`src/rtl/gpu_rasterizer_if.sv`:
```
// Op-FIFO read, sprite-ROM read and framebuffer write signals between the rasterizer
// (master) and its surroundings (slave).
interface gpu_rasterizer_if #(
  parameter int unsigned HOR_ACTIVE_PIXELS = 640,
  parameter int unsigned VER_ACTIVE_PIXELS = 480,
  parameter int unsigned SPRITE_ADDR_WIDTH = 12
);
  localparam int unsigned FbAddrWidth = $clog2(HOR_ACTIVE_PIXELS * VER_ACTIVE_PIXELS);

  typedef struct packed {
    logic [10:0]                  x;
    logic [10:0]                  y;
    logic [10:0]                  width;
    logic [10:0]                  height;
    logic                         color;
    logic                         mem_en;
    logic [SPRITE_ADDR_WIDTH-1:0] mem_addr;
    logic                         scale;
  } gpu_op_t;

  gpu_op_t                      op;
  logic                         op_empty;
  logic                         op_rd_en;
  logic [SPRITE_ADDR_WIDTH-1:0] sprite_rd_addr;
  logic [1:0]                   sprite_rd_data;
  logic                         fb_wr_en;
  logic [FbAddrWidth-1:0]       fb_wr_addr;
  logic                         fb_wr_data;
  logic                         busy;

  modport master (
    input  op, op_empty, sprite_rd_data,
    output op_rd_en, sprite_rd_addr, fb_wr_en, fb_wr_addr, fb_wr_data, busy
  );

  modport slave (
    output op, op_empty, sprite_rd_data,
    input  op_rd_en, sprite_rd_addr, fb_wr_en, fb_wr_addr, fb_wr_data, busy
  );
endinterface

```
`src/rtl/gpu_rasterizer.sv`:
```
// Rasterizes solid rectangles and 1-bit sprites (optional 2x scale) into one clipped
// framebuffer write per enabled cycle.
module gpu_rasterizer #(
  parameter int unsigned HOR_ACTIVE_PIXELS = 640,
  parameter int unsigned VER_ACTIVE_PIXELS = 480,
  parameter int unsigned SPRITE_ADDR_WIDTH = 12
) (
  input logic              clk,
  input logic              rst,
  input logic              ce,
  gpu_rasterizer_if.master bus
);
  localparam int unsigned FbAddrWidth = $clog2(HOR_ACTIVE_PIXELS * VER_ACTIVE_PIXELS);

  typedef enum logic [2:0] {StIdle, StFetch, StLatch, StDraw, StDrain} state_e;

  state_e                       state_q, state_d;
  logic                         op_rd_en_q, op_rd_en_d;
  logic                         busy_q, busy_d;
  logic                         drain_q, drain_d;
  logic [10:0]                  x_q, x_d, y_q, y_d, width_q, width_d;
  logic                         color_q, color_d, mem_en_q, mem_en_d, scale_q, scale_d;
  logic [SPRITE_ADDR_WIDTH-1:0] mem_addr_q, mem_addr_d;
  logic [11:0]                  dw_q, dw_d, dh_q, dh_d, c_q, c_d, r_q, r_d;
  logic [SPRITE_ADDR_WIDTH-1:0] spr_addr_q, spr_addr_d;
  logic                         s2_vld_q, s2_vld_d, s2_mem_en_q, s2_mem_en_d;
  logic                         s2_color_q, s2_color_d;
  logic [FbAddrWidth-1:0]       fb_addr_q, fb_addr_d;

  logic [11:0]                  op_dw, op_dh, px, py, c_nxt, r_nxt;
  logic                         visible, last_col, last_pix;
  logic [SPRITE_ADDR_WIDTH-1:0] spr_nxt;

  assign op_dw    = {1'b0, bus.op.width} << bus.op.scale;
  assign op_dh    = {1'b0, bus.op.height} << bus.op.scale;
  assign px       = {1'b0, x_q} + c_q;
  assign py       = {1'b0, y_q} + r_q;
  assign visible  = (px < 12'(HOR_ACTIVE_PIXELS)) && (py < 12'(VER_ACTIVE_PIXELS));
  assign last_col = (c_q == dw_q - 12'd1);
  assign last_pix = last_col && (r_q == dh_q - 12'd1);
  assign c_nxt    = last_col ? 12'd0 : c_q + 12'd1;
  assign r_nxt    = last_col ? r_q + 12'd1 : r_q;
  // The ROM address is prefetched one pixel ahead so its data meets the stage-2 registers.
  assign spr_nxt  = mem_addr_q
                  + SPRITE_ADDR_WIDTH'(24'(r_nxt >> scale_q) * 24'(width_q))
                  + SPRITE_ADDR_WIDTH'(c_nxt >> scale_q);

  always_comb begin
    state_d     = state_q;
    op_rd_en_d  = 1'b0;
    busy_d      = busy_q;
    drain_d     = drain_q;
    x_d         = x_q;
    y_d         = y_q;
    width_d     = width_q;
    color_d     = color_q;
    mem_en_d    = mem_en_q;
    scale_d     = scale_q;
    mem_addr_d  = mem_addr_q;
    dw_d        = dw_q;
    dh_d        = dh_q;
    c_d         = c_q;
    r_d         = r_q;
    spr_addr_d  = spr_addr_q;
    s2_vld_d    = 1'b0;
    s2_mem_en_d = s2_mem_en_q;
    s2_color_d  = s2_color_q;
    fb_addr_d   = fb_addr_q;

    case (state_q)
      StIdle: begin
        busy_d = !bus.op_empty;
        if (!bus.op_empty) begin
          op_rd_en_d = 1'b1;
          state_d    = StFetch;
        end
      end
      StFetch: state_d = StLatch;
      StLatch: begin
        x_d        = bus.op.x;
        y_d        = bus.op.y;
        width_d    = bus.op.width;
        color_d    = bus.op.color;
        mem_en_d   = bus.op.mem_en;
        scale_d    = bus.op.scale;
        mem_addr_d = bus.op.mem_addr;
        dw_d       = op_dw;
        dh_d       = op_dh;
        c_d        = 12'd0;
        r_d        = 12'd0;
        spr_addr_d = bus.op.mem_addr;
        if (op_dw == 12'd0 || op_dh == 12'd0) begin
          state_d = StIdle;
          busy_d  = !bus.op_empty;
        end else begin
          state_d = StDraw;
        end
      end
      StDraw: begin
        s2_vld_d    = visible;
        s2_mem_en_d = mem_en_q;
        s2_color_d  = color_q;
        fb_addr_d   = FbAddrWidth'(32'(py) * HOR_ACTIVE_PIXELS + 32'(px));
        if (last_pix) begin
          state_d = StDrain;
        end else begin
          c_d        = c_nxt;
          r_d        = r_nxt;
          spr_addr_d = spr_nxt;
        end
      end
      StDrain: begin
        // First cycle retires the last write, second lets the pipeline settle.
        if (!drain_q) begin
          drain_d = 1'b1;
        end else begin
          drain_d = 1'b0;
          state_d = StIdle;
          busy_d  = !bus.op_empty;
        end
      end
      default: state_d = StIdle;
    endcase
  end

  always_ff @(posedge clk or negedge rst) begin
    if (!rst) begin
      state_q     <= StIdle;
      op_rd_en_q  <= 1'b0;
      busy_q      <= 1'b0;
      drain_q     <= 1'b0;
      x_q         <= '0;
      y_q         <= '0;
      width_q     <= '0;
      color_q     <= 1'b0;
      mem_en_q    <= 1'b0;
      scale_q     <= 1'b0;
      mem_addr_q  <= '0;
      dw_q        <= '0;
      dh_q        <= '0;
      c_q         <= '0;
      r_q         <= '0;
      spr_addr_q  <= '0;
      s2_vld_q    <= 1'b0;
      s2_mem_en_q <= 1'b0;
      s2_color_q  <= 1'b0;
      fb_addr_q   <= '0;
    end else if (ce) begin
      state_q     <= state_d;
      op_rd_en_q  <= op_rd_en_d;
      busy_q      <= busy_d;
      drain_q     <= drain_d;
      x_q         <= x_d;
      y_q         <= y_d;
      width_q     <= width_d;
      color_q     <= color_d;
      mem_en_q    <= mem_en_d;
      scale_q     <= scale_d;
      mem_addr_q  <= mem_addr_d;
      dw_q        <= dw_d;
      dh_q        <= dh_d;
      c_q         <= c_d;
      r_q         <= r_d;
      spr_addr_q  <= spr_addr_d;
      s2_vld_q    <= s2_vld_d;
      s2_mem_en_q <= s2_mem_en_d;
      s2_color_q  <= s2_color_d;
      fb_addr_q   <= fb_addr_d;
    end
  end

  // Strobes are masked by ce so a frozen cycle never repeats a pop or a write.
  assign bus.op_rd_en       = op_rd_en_q & ce;
  assign bus.busy           = busy_q;
  assign bus.sprite_rd_addr = spr_addr_q;
  assign bus.fb_wr_en       = ce & s2_vld_q & (!s2_mem_en_q | bus.sprite_rd_data[1]);
  assign bus.fb_wr_addr     = fb_addr_q;
  assign bus.fb_wr_data     = s2_mem_en_q ? bus.sprite_rd_data[0] : s2_color_q;
endmodule

```
`src/flat_wrapper.sv`:
```
// flat-port wrapper written by rule: the top's interface ports become plain ports
module gpu_rasterizer_flat 
#(
  parameter int unsigned HOR_ACTIVE_PIXELS = 640,
  parameter int unsigned VER_ACTIVE_PIXELS = 480,
  parameter int unsigned SPRITE_ADDR_WIDTH = 12
)
  (clk, rst, ce, bus_op, bus_op_empty, bus_sprite_rd_data, bus_op_rd_en, bus_sprite_rd_addr, bus_fb_wr_en, bus_fb_wr_addr, bus_fb_wr_data, bus_busy);
  gpu_rasterizer_if #(.HOR_ACTIVE_PIXELS(HOR_ACTIVE_PIXELS), .VER_ACTIVE_PIXELS(VER_ACTIVE_PIXELS), .SPRITE_ADDR_WIDTH(SPRITE_ADDR_WIDTH)) bus_i ();
  input logic clk;
  input logic rst;
  input logic ce;
  input wire logic [$bits(bus_i.op)-1:0] bus_op;
  input wire logic [$bits(bus_i.op_empty)-1:0] bus_op_empty;
  input wire logic [$bits(bus_i.sprite_rd_data)-1:0] bus_sprite_rd_data;
  output wire logic [$bits(bus_i.op_rd_en)-1:0] bus_op_rd_en;
  output wire logic [$bits(bus_i.sprite_rd_addr)-1:0] bus_sprite_rd_addr;
  output wire logic [$bits(bus_i.fb_wr_en)-1:0] bus_fb_wr_en;
  output wire logic [$bits(bus_i.fb_wr_addr)-1:0] bus_fb_wr_addr;
  output wire logic [$bits(bus_i.fb_wr_data)-1:0] bus_fb_wr_data;
  output wire logic [$bits(bus_i.busy)-1:0] bus_busy;
  assign bus_i.op = bus_op;
  assign bus_i.op_empty = bus_op_empty;
  assign bus_i.sprite_rd_data = bus_sprite_rd_data;
  assign bus_op_rd_en = bus_i.op_rd_en;
  assign bus_sprite_rd_addr = bus_i.sprite_rd_addr;
  assign bus_fb_wr_en = bus_i.fb_wr_en;
  assign bus_fb_wr_addr = bus_i.fb_wr_addr;
  assign bus_fb_wr_data = bus_i.fb_wr_data;
  assign bus_busy = bus_i.busy;
  gpu_rasterizer #(.HOR_ACTIVE_PIXELS(HOR_ACTIVE_PIXELS), .VER_ACTIVE_PIXELS(VER_ACTIVE_PIXELS), .SPRITE_ADDR_WIDTH(SPRITE_ADDR_WIDTH)) u_core (.clk(clk), .rst(rst), .ce(ce), .bus(bus_i));
endmodule
```
`config.mk`:
```
export PLATFORM = sky130hd
export DESIGN_NAME = gpu_rasterizer_flat
export DESIGN_NICKNAME = d
export VERILOG_FILES = /design/src/rtl/gpu_rasterizer_if.sv /design/src/rtl/gpu_rasterizer.sv /design/src/flat_wrapper.sv
export SDC_FILE = /design/constraint.sdc
export NUM_CORES = 1
export LEC_CHECK = 0
export CORE_MARGIN = 2
export CORE_UTILIZATION = 33
export DETAILED_ROUTE_END_ITERATION = 12
export SLEW_MARGIN = 20
export SYNTH_ARGS = -nofsm -noshare
export SYNTH_HDL_FRONTEND = slang
export SYNTH_SLANG_ARGS = --single-unit
export TNS_END_PERCENT = 1
```
`constraint.sdc`:
```
create_clock -name clk -period 18.5 [get_ports clk]
set_input_delay 3.7 -clock clk [delete_from_list [all_inputs] [get_ports clk]]
set_output_delay 3.7 -clock clk [all_outputs]
set_load 0.05 [all_outputs]
```
Word level (Yosys, flattened, before mapping) --
Index checks and enable logic that the tools add are counted.
Word-level totals: output and inout bits 35, memories kept 0, latch bits 0, bits of input ports 65, bits in registers 136, RAM bits 0, bits in read-only memories 0
Operators by class: eq/ne operators 11, muxes and demuxes 21, shifts and indexed selects 4, add/sub/neg operators 9, reductions and logical operators 16, bitwise logic cells 4, order comparisons 2, divide/modulo/power cells 0, multiply operators 2
Operators by type and width (number):
- $pmux 12 s2 | 3
- $mux 12 | 5
- $add 11x12->12 | 2
- $add 12x1->12 const B | 2
- $add 12x12->12 | 2
- $eq 12x12->1 | 2
- $logic_not 12->1 | 2
- $mul 24x11->12 | 1
- $shl 11x1->12 | 2
- $shr 12x1->24 | 1
- $sub 12x1->12 const B | 2
- $add 19x12->19 | 1
- $pmux 3 s5 | 1
- $lt 12x10->1 const B | 1
- $lt 12x9->1 const B | 1
- $mul 12x3->12 const B | 1
- $shr 12x1->12 | 1
- $mux 3 | 3
- $reduce_and 4->1 | 2
- $mux 1 | 7
- $eq 3x2->1 const B | 2
- $ne 2x1->1 const B | 3
- $reduce_and 2->1 | 3
- $ne 2x2->1 const B | 2
- other kinds (13) | 17

Logic depth before layout (Yosys ltp) --
depth in word-level cells 9, gate-level depth with buffers 35, depth with buffers taken out 33

Least setup slack after synthesis --
No wires, ideal clock.
kind input-to-output, start point input ce, end point output bus_fb_wr_en, slack 10.005 ns, data required time 14.800 ns, arrival time 4.795 ns, stages 3, cells stage by stage clkbuf_1 nand2_1 a21oi_1
Between the ends: word-level cells in the longest chain between the ends 2
RTL lines:
- start: declaration | RTL line flat_wrapper.sv:12 | input logic ce;
- $and 1x1->1 (2 in a row) | RTL line gpu_rasterizer.sv:176 | assign bus.fb_wr_en = ce & s2_vld_q & (!s2_mem_en_q | bus.sprite_rd_data[1]);
- end: declaration | RTL line flat_wrapper.sv:18 | output wire logic [$bits(bus_i.fb_wr_en)-1:0] bus_fb_wr_en;
Every way passes these cells.

Worst setup path in the final report --
Ends and elaborated chain as after synthesis.

==> key figures <==
Outcome
  • Status: finished, final reports clean

Power and ir drop
  • Sequential share of power: around 25%
  • PD cells: 157 nW/um2
  • Switching Power: 0.000983 W
  • Switching Fraction: 46.3%
  • Cell internal pwr: between 0.001 and 0.0015 W
  • Max VDD drop: ~72 uV
  • Overall power: around 0.0021 W
  • Combinational share of power: 58.6%
  • Clock share of power: between 10% and 20%
  • Static Leak: 6.34 nW

Flow run
  • Max Cap Viol: 0

Cells and area
  • FF+latch area: about 3400 um2
  • Area added between synthesis and finish: 16.7%
  • Post-route cell area: about 14,000 um2
  • N_diodes: 0
  • Layout cells sized above 1: 4.52%
  • Commonest non-fill, non-tap cell in the layout: nand2_1
  • Fill count: between 3,000 and 4,000
  • Post-layout util: about two fifths
  • Area of the multi-input gates: around 7400 um2
  • Nets@finish: ~1,600
  • Most frequent cells in the layout: nand2_1 (263), inv_1 (145), dfrtp_1 (136)

Routing
  • WL per Instance: around 16 um
  • Vias: 9,427
  • Vias/cell: around 5.0
  • Final antenna-violating net count: 0
  • Routed WL: 29,800 um
  • Drt drc: 0
  • DRT Pass-1 Iters: 5
  • Iter 0 DRT Violations: 504

Synth
  • Mapped cell area: around 12,000 um2
  • Mux share of post-synthesis cell area: between 3 and 4%
  • Ys async rst share: between 90% and 100%
  • Post-synth EDFFs: 0
  • Syn Area/Cell: 8.47 um2
  • Adder-Cell Fraction of Synth Area: about 19%
  • Main flop type after synthesis: dfrtp_1
  • Synth warn: 0
  • Synth area leader: dfrtp_1
  • Simple-gate portion of the synthesized area: about a fifth
  • Dominant cells by area after synthesis: dfrtp_1 (29%), fa_1 (11%), nand2_1 (8.5%)
  • Sequential area share after synthesis: between 20% and 30%
  • Synthesized instance count: roughly 1,400
  • Syn_nets: around 1,600
  • Top cell type's share of synthesized area: 29.3%
  • Xor and xnor area share after synthesis: under 10%
  • Yosys cell types: 74
  • Largest family of logic cells by synthesized area: adder cells
  • Register bit total from synthesis: ~140
  • Compound-Gate Fraction of Synth Area: a little over an eighth

Critical path
  • Critical Path Sink Type: output pin
  • Reg2Reg Launch Point: u_core.dw_q[2]
  • Worst R2R Setup Slack: ~9500 ps
  • R2R depth: 29
  • Worst setup path endpoint: bus_fb_wr_en
  • Critical path type: in2out
  • CP max FO: 11
  • Critical path startpoint category: input pin
  • Worst Path Required: 14,800 ps
  • Crit path from: ce
  • R2R Path End: u_core.bus.sprite_rd_addr[11]
  • Critical Path AT: between 5000 and 6000 ps

Clock tree
  • H-tree level count: 4
  • CTS Buf Count: 17
  • Clk buf depth: 2
  • Root buf cell: clkbuf_16
  • Clock Sinks: ~140
  • Hold_buf cts: 0
  • Postcts setup bufs: 0
  • Worst-skew pair later-pin latency: 440 ps
  • CTS clk-pin slew, worst paths: 60 ps
  • CTS tree: yes
  • CTS resizes: 0

Floorplanning
  • Die height: between 150 and 200 um
  • Boundary pin count: 100
  • Core area: 34,500 um2
  • Die Wd: ~190 um
  • DIE AREA: ~37,000 um2
  • Site Rows: 68
  • Initial core utilization: about a third

Global routing
  • Met1 GRT Util: between 20 and 25%
  • Initial antenna violation count: 0
  • Global-route wire length before repair: roughly 50,000 um
  • GR peak layer: met2
  • Total gr overflow: 0
  • M2 GR Usage: ~29%
  • M3 GR Usage: 3.40%
  • Vias in the first global route: between 9,000 and 10,000
  • Gr usage total: roughly 17%
  • Largest net degree at the start of global routing: 86

STA
  • Setup TNS Final: 0 ps
  • Period utilization: around 50%
  • Worst slew margin relative to its limit: roughly 34%
  • Max Freq: between 100 and 150 MHz
  • Setup Viol. Count Final: 0
  • Fin Hold WS: ~470 ps
  • Clock Skews: approximately 7.5 ps
  • RSZ-0062 raised after global routing: no
  • Final Slew Violations: 0
  • Post-layout min period: 9300 ps
  • Final-report hold violation count: 0
  • Worst slew pin tran: a little under 1000 ps

Place
  • Detailed placement HPWL: ~23,000 um
  • Placed inst area: 13,000 um2
  • RePlAce Congestion: between 0.8 and 0.9
  • PortBufs: between 90 and 100

Min path
  • Hold Path Class: reg2reg
  • Hold Path Depth: 2
## kinds of logic (layout without fill, tap and decap cells)
kind of cell,count (synthesis),after routing
adders and majority gates,142,142
muxes,38,38
and+or+nand+nor,467,467
DFF,136,136
buffers and inverters,218,287
xor gates and xnor gates,107,107
AOI/OAI and AO/OA,261,261
## layer usage
layer / part of all wire, % / vias up
li1: - / 4654
met1: 46 / 4547
met2: 48 / 193
met3: 5.0 / 33
met4: 1.4 / 0
met5: 0 / -
## synthesized netlist by cell type, types with 9 or more instances
cell	count
nand2_1	264
inv_1	145
dfrtp_1	136
o21ai_0	123
ha_1	79
xnor2_1	73
fa_1	63
clkbuf_1	61
a21oi_1	48
nor2_1	43
and2_1	34
nand3_1	30
xor2_1	30
mux2i_1	27
a21o_1	16
and3_1	14
nor3_1	13
o21bai_1	13
nor4_1	12
o31ai_1	10
mux2_2	9
## sequential cells by signal (all words and copies together), names as in the netlist, 12 cells and up
| name | flops |
|---|---|
| u_core.bus.fb_wr_addr | 19 |
| u_core.bus.sprite_rd_addr | 12 |
| u_core.c_q | 12 |
| u_core.dh_q | 12 |
| u_core.dw_q | 12 |
| u_core.mem_addr_q | 12 |
| u_core.r_q | 12 |
## critical path, cell delays in order
cell             delay [ps]
clkdlybuf4s50_1         760
nand2_1                 170
a21oi_1                 150
clkdlybuf4s50_1         820
## how the worst min path moves through the flow
stage                                  from                      endpoint  slack (ps)
2_1_floorplan                u_core.color_q                u_core.color_q         440
3_3_place_gp                u_core.mem_en_q               u_core.mem_en_q         460
3_5_place_dp                 u_core.color_q                u_core.color_q         460
4_1_cts                      u_core.color_q                u_core.color_q         480
5_1_grt        u_core.bus.sprite_rd_addr[8]  u_core.bus.sprite_rd_addr[8]         510
6_report                     u_core.color_q                u_core.color_q         470
## through the flow
stage | cells | worst slack [ps]
after global routing | 1893 | 8920
after floorplan | 1369 | 10010
final | 1893 | 9200
after CTS | 1893 | 9180
after detailed placement | 1861 | 9200
after global placement | 1861 | 9200
## power by group through the flow
stage,Sequential [W],Clock [W],Combinational (W)
after global routing,0.000546,0.000371,0.00142
after floorplan,0.000583,0,0.000906
after detailed placement,0.000532,0,0.00125
after CTS,0.000527,0.000357,0.00126
final,0.000528,0.000350,0.00124
after global placement,0.000528,0,0.00123
## final cells by class
type,instances,share of cell area (%)
flip-flops and latches,136,25.1
repair buffers,108,7.82
well taps,455,4.20
clock inverters,13,1.07
multi-input cells,1015,54.4
inverters,147,4.07
clock buffers,19,3.27
(Power assumes the default switching activity.)
